## src/rtl/ptr_list_collector_pkg.sv

```systemverilog
`default_nettype none
// +----------------------------------------------------------------------------+
// | Module  : ptr_list_collector_pkg                                           |
// | Brief   : Shared types for the pointer-list collector and its record FIFO. |
// | Revision: 1.0                                                              |
// +----------------------------------------------------------------------------+
package ptr_list_collector_pkg;

   localparam int N         = 256;
   localparam int W_PTR     = $clog2(N);
   localparam int W_LEN     = W_PTR;
   localparam int W_SUM     = 2 * W_PTR;
   localparam int REC_DEPTH = 4;

   typedef logic [W_PTR-1:0] ptr_t;
   typedef logic [W_LEN-1:0] len_t;
   typedef logic [W_SUM-1:0] sum_t;

   typedef struct packed {
      ptr_t head;
      ptr_t tail;
      len_t len;
      sum_t sum;
      logic loop;
   } rec_t;

   typedef enum logic [0:0] {
      ST_IDLE = 1'b0,
      ST_ACC  = 1'b1
   } acc_state_t;

   // Longest list that is still counted; anything beyond is treated as a loop.
   localparam len_t LEN_MAX = len_t'(N - 1);

endpackage
`default_nettype wire

```

## src/rtl/ptr_list_collector_rec_fifo.sv

```systemverilog
`default_nettype none
// +----------------------------------------------------------------------------+
// | Module  : ptr_list_collector_rec_fifo                                      |
// | Brief   : Show-ahead FIFO of list summary records; reads 0 while empty.    |
// | Revision: 1.0                                                              |
// +----------------------------------------------------------------------------+
module ptr_list_collector_rec_fifo
   import ptr_list_collector_pkg::*;
#(
   parameter int DEPTH = 4
)
(
   input  logic clk,
   input  logic rst,
   input  logic push,
   input  rec_t wr_data,
   input  logic pop,
   output rec_t rd_data,
   output logic empty,
   output logic full,
   output logic drop
);

   localparam int W_IDX = $clog2(DEPTH);
   localparam int W_CNT = W_IDX + 1;

   rec_t             r_mem [DEPTH];
   logic [W_IDX-1:0] r_wr_idx;
   logic [W_IDX-1:0] r_rd_idx;
   logic [W_CNT-1:0] r_cnt;
   logic             w_pop;
   logic             w_push;

   assign empty   = (r_cnt == '0);
   assign full    = (r_cnt == W_CNT'(DEPTH));
   assign w_pop   = pop & ~empty;
   // A pop in the same cycle frees the slot the push needs.
   assign w_push  = push & (~full | w_pop);
   assign drop    = push & full & ~w_pop;
   assign rd_data = empty ? '0 : r_mem[r_rd_idx];

   always_ff @(posedge clk or posedge rst) begin
      if (rst) begin
         r_wr_idx <= '0;
         r_rd_idx <= '0;
         r_cnt    <= '0;
      end else begin
         if (w_push) r_wr_idx <= r_wr_idx + 1'b1;
         if (w_pop)  r_rd_idx <= r_rd_idx + 1'b1;
         case ({w_push, w_pop})
            2'b10:   r_cnt <= r_cnt + 1'b1;
            2'b01:   r_cnt <= r_cnt - 1'b1;
            default: r_cnt <= r_cnt;
         endcase
      end
   end

   always_ff @(posedge clk) begin
      if (w_push) r_mem[r_wr_idx] <= wr_data;
   end

endmodule
`default_nettype wire

```

## src/rtl/ptr_list_collector.sv

```systemverilog
`default_nettype none
// +----------------------------------------------------------------------------+
// | Module  : ptr_list_collector                                               |
// | Brief   : Segments a pointer stream into lists and queues one summary      |
// |           record per list behind a valid/ready handshake.                  |
// | Revision: 1.0                                                              |
// +----------------------------------------------------------------------------+
module ptr_list_collector
   import ptr_list_collector_pkg::*;
#(
   parameter int DEPTH = REC_DEPTH
)
(
   input  logic clk,
   input  logic rst,
   input  ptr_t in_ptr,
   input  logic in_ptr_vld,
   output ptr_t rec_head,
   output ptr_t rec_tail,
   output len_t rec_len,
   output sum_t rec_sum,
   output logic rec_loop,
   output logic rec_vld,
   input  logic rec_rdy,
   output logic overflow,
   output logic null_err
);

   acc_state_t r_state;
   acc_state_t w_state_nxt;
   rec_t       r_acc;
   rec_t       w_acc_nxt;
   rec_t       w_rd_data;
   logic       w_push;
   logic       w_is_elem;
   logic       w_is_null;
   logic       w_empty;
   logic       w_full;
   logic       w_drop;
   logic       r_overflow;
   logic       r_null_err;

   // A null pointer is neither an element nor a gap.
   assign w_is_elem = in_ptr_vld & (in_ptr != '0);
   assign w_is_null = in_ptr_vld & (in_ptr == '0);

   always_ff @(posedge clk or posedge rst) begin
      if (rst) begin
         r_state <= ST_IDLE;
         r_acc   <= '0;
      end else begin
         r_state <= w_state_nxt;
         r_acc   <= w_acc_nxt;
      end
   end

   always_comb begin
      w_state_nxt = r_state;
      w_acc_nxt   = r_acc;
      w_push      = 1'b0;
      case (r_state)
         ST_IDLE: begin
            if (w_is_elem) begin
               w_state_nxt    = ST_ACC;
               w_acc_nxt.head = in_ptr;
               w_acc_nxt.tail = in_ptr;
               w_acc_nxt.len  = len_t'(1);
               w_acc_nxt.sum  = sum_t'(in_ptr);
               w_acc_nxt.loop = 1'b0;
            end
         end
         ST_ACC: begin
            if (w_is_elem) begin
               if (r_acc.len < LEN_MAX) begin
                  w_acc_nxt.tail = in_ptr;
                  w_acc_nxt.len  = r_acc.len + len_t'(1);
                  w_acc_nxt.sum  = r_acc.sum + sum_t'(in_ptr);
               end else begin
                  w_acc_nxt.loop = 1'b1;
               end
            end else if (!in_ptr_vld) begin
               w_push      = 1'b1;
               w_state_nxt = ST_IDLE;
            end
         end
         default: w_state_nxt = ST_IDLE;
      endcase
   end

   always_ff @(posedge clk or posedge rst) begin
      if (rst) begin
         r_overflow <= 1'b0;
         r_null_err <= 1'b0;
      end else begin
         r_overflow <= r_overflow | w_drop;
         r_null_err <= r_null_err | w_is_null;
      end
   end

   ptr_list_collector_rec_fifo #(
      .DEPTH (DEPTH)
   ) u_rec_fifo (
      .clk     (clk),
      .rst     (rst),
      .push    (w_push),
      .wr_data (r_acc),
      .pop     (rec_rdy),
      .rd_data (w_rd_data),
      .empty   (w_empty),
      .full    (w_full),
      .drop    (w_drop)
   );

   assign rec_head = w_rd_data.head;
   assign rec_tail = w_rd_data.tail;
   assign rec_len  = w_rd_data.len;
   assign rec_sum  = w_rd_data.sum;
   assign rec_loop = w_rd_data.loop;
   assign rec_vld  = ~w_empty;
   assign overflow = r_overflow;
   assign null_err = r_null_err;

   // Full is only consumed inside the FIFO's drop decision.
   logic w_unused;
   assign w_unused = w_full;

endmodule
`default_nettype wire

```

## config.mk

```make
export PLATFORM = sky130hd
export DESIGN_NAME = ptr_list_collector
export DESIGN_NICKNAME = d
export VERILOG_FILES = /design/src/rtl/ptr_list_collector_pkg.sv /design/src/rtl/ptr_list_collector_rec_fifo.sv /design/src/rtl/ptr_list_collector.sv
export SDC_FILE = /design/constraint.sdc
export NUM_CORES = 1
export LEC_CHECK = 0
export ABC_AREA = 1
export BUFFER_PORTS_ARGS = -buffer_cell sky130_fd_sc_hd__buf_2
export CAP_MARGIN = 20
export CELL_PAD_IN_SITES_DETAIL_PLACEMENT = 1
export CELL_PAD_IN_SITES_GLOBAL_PLACEMENT = 1
export CORE_MARGIN = 8
export CORE_UTILIZATION = 52
export DETAILED_ROUTE_END_ITERATION = 16
export PLACE_DENSITY = 0.94
export SLEW_MARGIN = 25
export SYNTH_ARGS = -nofsm -noshare
export SYNTH_HDL_FRONTEND = slang
export SYNTH_HIERARCHICAL = 1
export SYNTH_SLANG_ARGS = --single-unit
```

## constraint.sdc

```tcl
create_clock -name clk -period 5.85 [get_ports clk]
set_input_delay 1.755 -clock clk [delete_from_list [all_inputs] [get_ports clk]]
set_output_delay 1.755 -clock clk [all_outputs]
set_load 0.01 [all_outputs]
```

==> results of run 1 <==
## layout by cell type (no fill, tap or decap), types with 2 or more instances in the layout
cell | netlist | routed
a21oi_1 | 55 | 55
clkinvlp_4 | 0 | 2
nand4_1 | 5 | 5
nand3_1 | 22 | 22
xor2_1 | 7 | 7
edfxtp_1 | 164 | 164
nand3b_1 | 7 | 7
dfrtp_1 | 51 | 50
nand2_2 | 2 | 2
buf_4 | 4 | 9
clkbuf_8 | 0 | 2
nand3_2 | 3 | 3
nand2_1 | 124 | 124
o31ai_1 | 2 | 2
clkbuf_1 | 13 | 2
clkinv_2 | 0 | 8
clkinv_1 | 1 | 2
ha_1 | 13 | 13
nor2_4 | 1 | 5
nor2_1 | 206 | 202
o21ai_0 | 106 | 106
bufinv_16 | 0 | 2
inv_1 | 51 | 50
or2_2 | 2 | 2
o21ai_1 | 7 | 7
buf_2 | 17 | 55
fa_1 | 2 | 2
clkbuf_16 | 0 | 24
## routing by layer
layer	track usage (%)	wire length (µm)	vias up
met5	0	0	-
met4	11.1	1090	0
met3	4.17	1640	87
met2	42.8	13700	276
met1	27.6	10200	3486
li1	-	-	3072
## sequential cells by signal (all words and copies together) (netlist names)
signal / cells
u_rec_fifo/r_wr_idx: 2
null_err: 1
u_rec_fifo/r_mem: 164
u_rec_fifo/r_cnt: 3
r_state: 1
r_acc: 41
overflow: 1
u_rec_fifo/r_rd_idx: 2
## power groups by stage
stage,clock network [W],registers [W],logic [W]
final,0.00148,0.00207,0.00177
after global routing,0.00155,0.00209,0.00194
after CTS,0.00151,0.00207,0.00178
after detailed placement,0,0.00209,0.00170
after global placement,0,0.00206,0.00161
after floorplan,0,0.00201,0.00116
## kinds of logic after synthesis
logic type      after synthesis  synth area share [%]
fa+ha+maj                    15                  2.18
flops                       215                  66.6
buf+inv                      95                  4.81
simple gates                375                  16.4
xor+xnor                      7                 0.658
compound gates              173                  9.44
## layout make-up
type                    count  share of cell area [%]
clock buffers              28                    6.05
clock inverters            14                    1.25
inverters                  54                    1.97
multi-input cells         570                    25.7
flip-flops and latches    215                    59.1
well taps                 229                    2.73
repair buffers             64                    3.26
## metrics by stage
step,util (%),power (W),setup slack [ns]
floorplan,-,0.00316,1.61
finish,59.1,0.00532,1.50
global placement,54.8,0.00368,2.09
global route,59.1,0.00557,1.37
detailed placement,54.8,0.00379,2.06
CTS,59.1,0.00535,1.51
## worst paths after layout
check	start	endpoint
setup / recovery	u_rec_fifo/r_rd_idx[1]	rec_sum[2]
hold / removal	overflow	overflow
setup reg to reg	r_state	u_rec_fifo/r_mem[2][24]
hold reg to reg	overflow	overflow
max in group asynchronous	rst	r_acc[9]
min in group asynchronous	rst	u_rec_fifo/r_rd_idx[1]
==> qor.yml, run 1 <==
final_layout:
  multi_input_comb_area_mm2: 0.00270
  diodes: 0
  stdcell_count: 1174
  nNetsFinal: 955
  drive_gt1_share_pct: 12.7
  area_growth_pct: 12.7
  postLayoutCellArea_mm2: 0.0105
  register_area_mm2: 0.00620
  fillers: 1925
place:
  port_buffers: 55
  placedCellCount: 1132
  placed_cell_area_mm2: 0.00973
  hpwlAfterDp_um: 15500
  place_congestion: 0.891
synthesis:
  synth_cells: 880
  seq_area_frac_synth_pct: 66.6
  avgSynthCellArea_um2: 10.6
  synth_common_cells: "nor2_1, edfxtp_1, nand2_1"
  synth_top_area_cell: "edfxtp_1"
  synth_edf_count: 164
  synthFlopType: "edfxtp_1"
  yosysTopAreaCellShare_pct: 52.9
  ys_warn_count: 6
  yosys_register_bits: 215
  async_flop_share_pct: 23.7
  synth_nets: 907
  yosysMostFrequentCell: "nor2_1"
  synth.lib_cells_used.distinct: 32
  synth_area_leaders: "edfxtp_1, dfrtp_1, nor2_1"
  syn-cell-area_mm2: 0.00932
flow_run:
  max_cap_violations: 0
worst_setup_path:
  critPathMaxStageDelay_ns: 0.91
  worstPathMaxFanout: 41
  cp-start-kind: "flop"
  crit_chain: "inv_1 > buf_4 > nor2_1 > o21ai_0 > a21oi_1 > buf_2"
  critical_path.endpoint_type: "output pin"
  critPathArrivalTime_ns: 2.60
  cp_slowest_cell: "dfrtp_1"
  r2r_cells: 5
  reg2reg_slack_ns: 2.63
  path_depth: 6
  crit_required_ns: 4.09
  critical_path.top_delay_family: "flip-flops"
  cp_num_buf_inv: 3
  crit_type: "flop to output pin"
detailed_routing:
  drc: 0
  vias: 6921
  via_per_inst: 5.90
  ant_nets: 0
  drtIter0Drc: 539
  wl_per_cell_um: 22.8
  dr.pass1.iters: 5
  wl_um: 26700
sta:
  relSlewSlack_pct: 38.6
  period_share_pct: 74.4
  skew_ns: 0.0190
  slew_viol_final: 0
  max_freq_mhz: 230
  period_needed_ns: 4.35
  hold_viol_final: 0
  setup-violations-final: 0
  worst_pin_slew_ns: 0.922
  holdWs_ns: 0.481
  rsz0062_at_grt: "false"
  finalSetupTns_ns: 0
clock_network:
  clk_latency_ns: 0.52
  clock_path_buffers: 3
  htreeDepth: 1
  hold_buffers: 0
  cts_setup_buffers: 0
  cts_tree: "done"
  clkSinkCount: 215
  cts_resized: 0
  numCtsBuffers: 23
  root_buffer: "clkbuf_16"
  clkTransAtPathRegs_ns: 0.06
die:
  die-area_mm2: 0.0225
  io_pins: 56
  die_h_um: 150
  dieWidth_um: 150
  initial_core_util_pct: 52.4
  core-area_mm2: 0.0178
  num_rows: 49
pwr:
  pwr-share-seq_pct: 38.9
  peakVddDrop_v: 0.000286
  power.switching_w: 0.00201
  p_leak_nw: 4.22
  clockPowerShare_pct: 27.9
  switching_share_pct: 37.7
  p_int_w: 0.00331
  power_density_mw_per_mm2: 506
  comb_power_share_pct: 33.2
worst_hold_path:
  min-delay-path-class: "flop to flop"
  holdPathStages: 1
global_routing:
  grt_pass1_wl_um: 41600
  track_usage_pct: 24.0
  grt.overflow.total: 0
  antenna_found_initial: 0
  grt_max_degree: 84
  grt_pass1_vias: 7483
run_status:
  outcome: "completed"
Power figures use the tool's default switching activity.
==> inputs of run 2 (changes only) <==
--- a/config.mk
+++ b/config.mk
@@ -11,9 +11,9 @@
 export CELL_PAD_IN_SITES_DETAIL_PLACEMENT = 1
 export CELL_PAD_IN_SITES_GLOBAL_PLACEMENT = 1
 export CORE_MARGIN = 8
-export CORE_UTILIZATION = 52
+export CORE_UTILIZATION = 48
 export DETAILED_ROUTE_END_ITERATION = 16
-export PLACE_DENSITY = 0.94
+export PLACE_DENSITY = 0.89
 export SLEW_MARGIN = 25
 export SYNTH_ARGS = -nofsm -noshare
 export SYNTH_HDL_FRONTEND = slang
==> constraint.sdc (replaced) <==
create_clock -name clk -period 4.37 [get_ports clk]
set_input_delay 1.311 -clock clk [delete_from_list [all_inputs] [get_ports clk]]
set_output_delay 1.311 -clock clk [all_outputs]
set_load 0.01 [all_outputs]
==> run 2 against run 1 <==
Effect of this change: register-to-register slack worse by 1.2 ns; sequential share of layout area down 0.47 points; via count down 3.3%; first-iteration DRC count down 22%; cell count up 3.6%; non-clock buffer count up 6; routed wire length down 5.2%; largest cell class unchanged; largest power group unchanged.
==> qor.yml, run 2 (synthesis results as in run 1) <==
worst_setup_path:
  worstPathMaxFanout: 28  # -32%
  critPathMaxStageDelay_ns: 0.58  # -0.33 ns
  crit_required_ns: 3.06  # -1.03 ns
  cp_slowest_cell: "dfrtp_2"
  critical_path.endpoint_type: "output pin"
  cp-start-kind: "flop"
  crit_type: "flop to output pin"
  r2r_cells: 5  # unchanged
  crit_chain: "inv_2 > buf_4 > o21ai_0 > a21oi_1 > buf_2"
  critPathArrivalTime_ns: 2.48  # -0.12 ns
clock_network:
  cts_setup_buffers: 0  # unchanged
  htreeDepth: 1  # unchanged
  numCtsBuffers: 22  # -4.3%
  hold_buffers: 0  # unchanged
  clk_latency_ns: 0.51  # about the same
  cts_resized: 0  # unchanged
  cts_tree: "done"
  clock_path_buffers: 3  # unchanged
  clkSinkCount: 215  # unchanged
  clkTransAtPathRegs_ns: 0.06  # about the same
  root_buffer: "clkbuf_16"
place:
  dp_slack_ns: 1.09  # -0.967 ns
  place_congestion: 0.864  # -2.9%
  port_buffers: 55  # unchanged
  hpwlAfterDp_um: 15900  # +2.4%
detailed_routing:
  wl_per_cell_um: 20.8  # -8.5%
  drtIter0Drc: 418  # -22%
  wl_um: 25300  # -5.2%
  dr.pass1.iters: 5  # unchanged
  ant_nets: 0  # unchanged
  drc: 0  # unchanged
  vias: 6690  # -3.3%
  via_per_inst: 5.50  # -6.7%
sta:
  holdWs_ns: 0.484  # +0.00317 ns
  rsz0062_at_grt: "false"
  setup-violations-final: 0  # unchanged
  max_freq_mhz: 264
  relSlewSlack_pct: 43.3  # +4.7 points
  period_share_pct: 86.7
  worst_pin_slew_ns: 0.850  # -0.0715 ns
  worst_slack_ns: 0.581  # -0.915 ns
  hold_viol_final: 0  # unchanged
  period_needed_ns: 3.79
  slew_viol_final: 0  # unchanged
  skew_ns: 0.0131  # -0.00588 ns
  finalSetupTns_ns: 0  # unchanged
global_routing:
  grt_pass1_vias: 7344  # -1.9%
  grt_max_degree: 45  # -46%
  grt_pass1_wl_um: 39800  # -4.3%
  track_usage_pct: 21.1  # -2.9 points
  grt.overflow.total: 0  # unchanged
  antenna_found_initial: 2  # +2
final_layout:
  fillers: 2133  # +11%
  register_area_mm2: 0.00620  # unchanged
  largest_reg_flops: 164  # unchanged
  multi_input_comb_area_mm2: 0.00270  # unchanged
  top_register: "u_rec_fifo/r_mem"
  drive_gt1_share_pct: 13.0  # +0.26 points
  final_common_cell: "nor2_1"
  nNetsFinal: 960  # +0.52%
  area_growth_pct: 13.6
  final_cell_mix: "nor2_1, edfxtp_1, nand2_1"
  reg_top3: "u_rec_fifo/r_mem x164, r_acc x41, u_rec_fifo/r_cnt x3"
pwr:
  finalPower_w: 0.00705  # +33%
  peakVddDrop_v: 0.000521  # +82%
  p_leak_nw: 4.24  # +0.59%
  power_density_mw_per_mm2: 666  # +31%
die:
  core-area_mm2: 0.0193  # +8.4%
  dieWidth_um: 155  # +3.6%
  die-area_mm2: 0.0241  # +7.4%
  die_h_um: 155  # +3.6%
  io_pins: 56  # unchanged
  num_rows: 51  # +4.1%
  initial_core_util_pct: 48.3  # -4.1 points
run_status:
  outcome: "completed"
worst_hold_path:
  holdPathStages: 1  # unchanged
  min-delay-path-class: "flop to flop"
flow_run:
  max_cap_violations: 0  # unchanged
[run 2: cell types whose count changed in the layout (fill, tap and decap cells not counted)]
cell	previous run	this run
clkinv_2	8	4
clkinvlp_4	2	1
clkbuf_1	2	0
inv_4	1	3
clkinv_1	2	5
buf_4	9	15
diode_2	0	2
[run 2: metal layers]
metal,part of all wire (%),track usage (%),vias to the layer above,routed length (µm)
met1,39,24.0,3344,10000
met4,3.5,9.75,0,878
met3,4.3,3.13,73,1080
met2,53,38.5,185,13400
met5,0,0,-,0
li1,-,-,3088,-
[run 2: critical path, delay by kind of cell (launching register included)]
family          cells  cell delay (ns)
flops               1             0.58
buf+inv             3             0.94
compound gates      2             0.43
[run 2: cell type report]
cell class,instances,area share [%]
flip-flops and latches,215,58.6
multi-input cells,570,25.5
clock buffers,26,5.93
repair buffers,70,3.66
well taps,265,3.13
inverters,54,1.95
clock inverters,14,1.21
diodes,2,0.0473
[run 2: report_power, final]
group	internal, W	switching [W]
Sequential	0.00253	0.000253
Clock	0.00115	0.000792
Combinational	0.000768	0.00156
Total	0.00445	0.00260
[run 2: metrics by stage]
step	utilization, %	instance area, µm²	cells
finish	54.9	10600	1216
global route	54.9	10600	1216
CTS	54.9	10600	1214
detailed placement	51.0	9820	1174
global placement	51.0	9820	1174
floorplan	-	9320	880
[run 2: path summary, 6_finish.rpt]
check,from,end,slack [ns]
min,overflow,overflow,0.48
max reg2reg,r_state,u_rec_fifo/r_mem[0][15],1.41
min in group asynchronous,rst,u_rec_fifo/r_wr_idx[1],0.78
max in group asynchronous,rst,r_acc[8],2.89
min reg2reg,overflow,overflow,0.48
max,u_rec_fifo/r_rd_idx[0],rec_sum[12],0.58
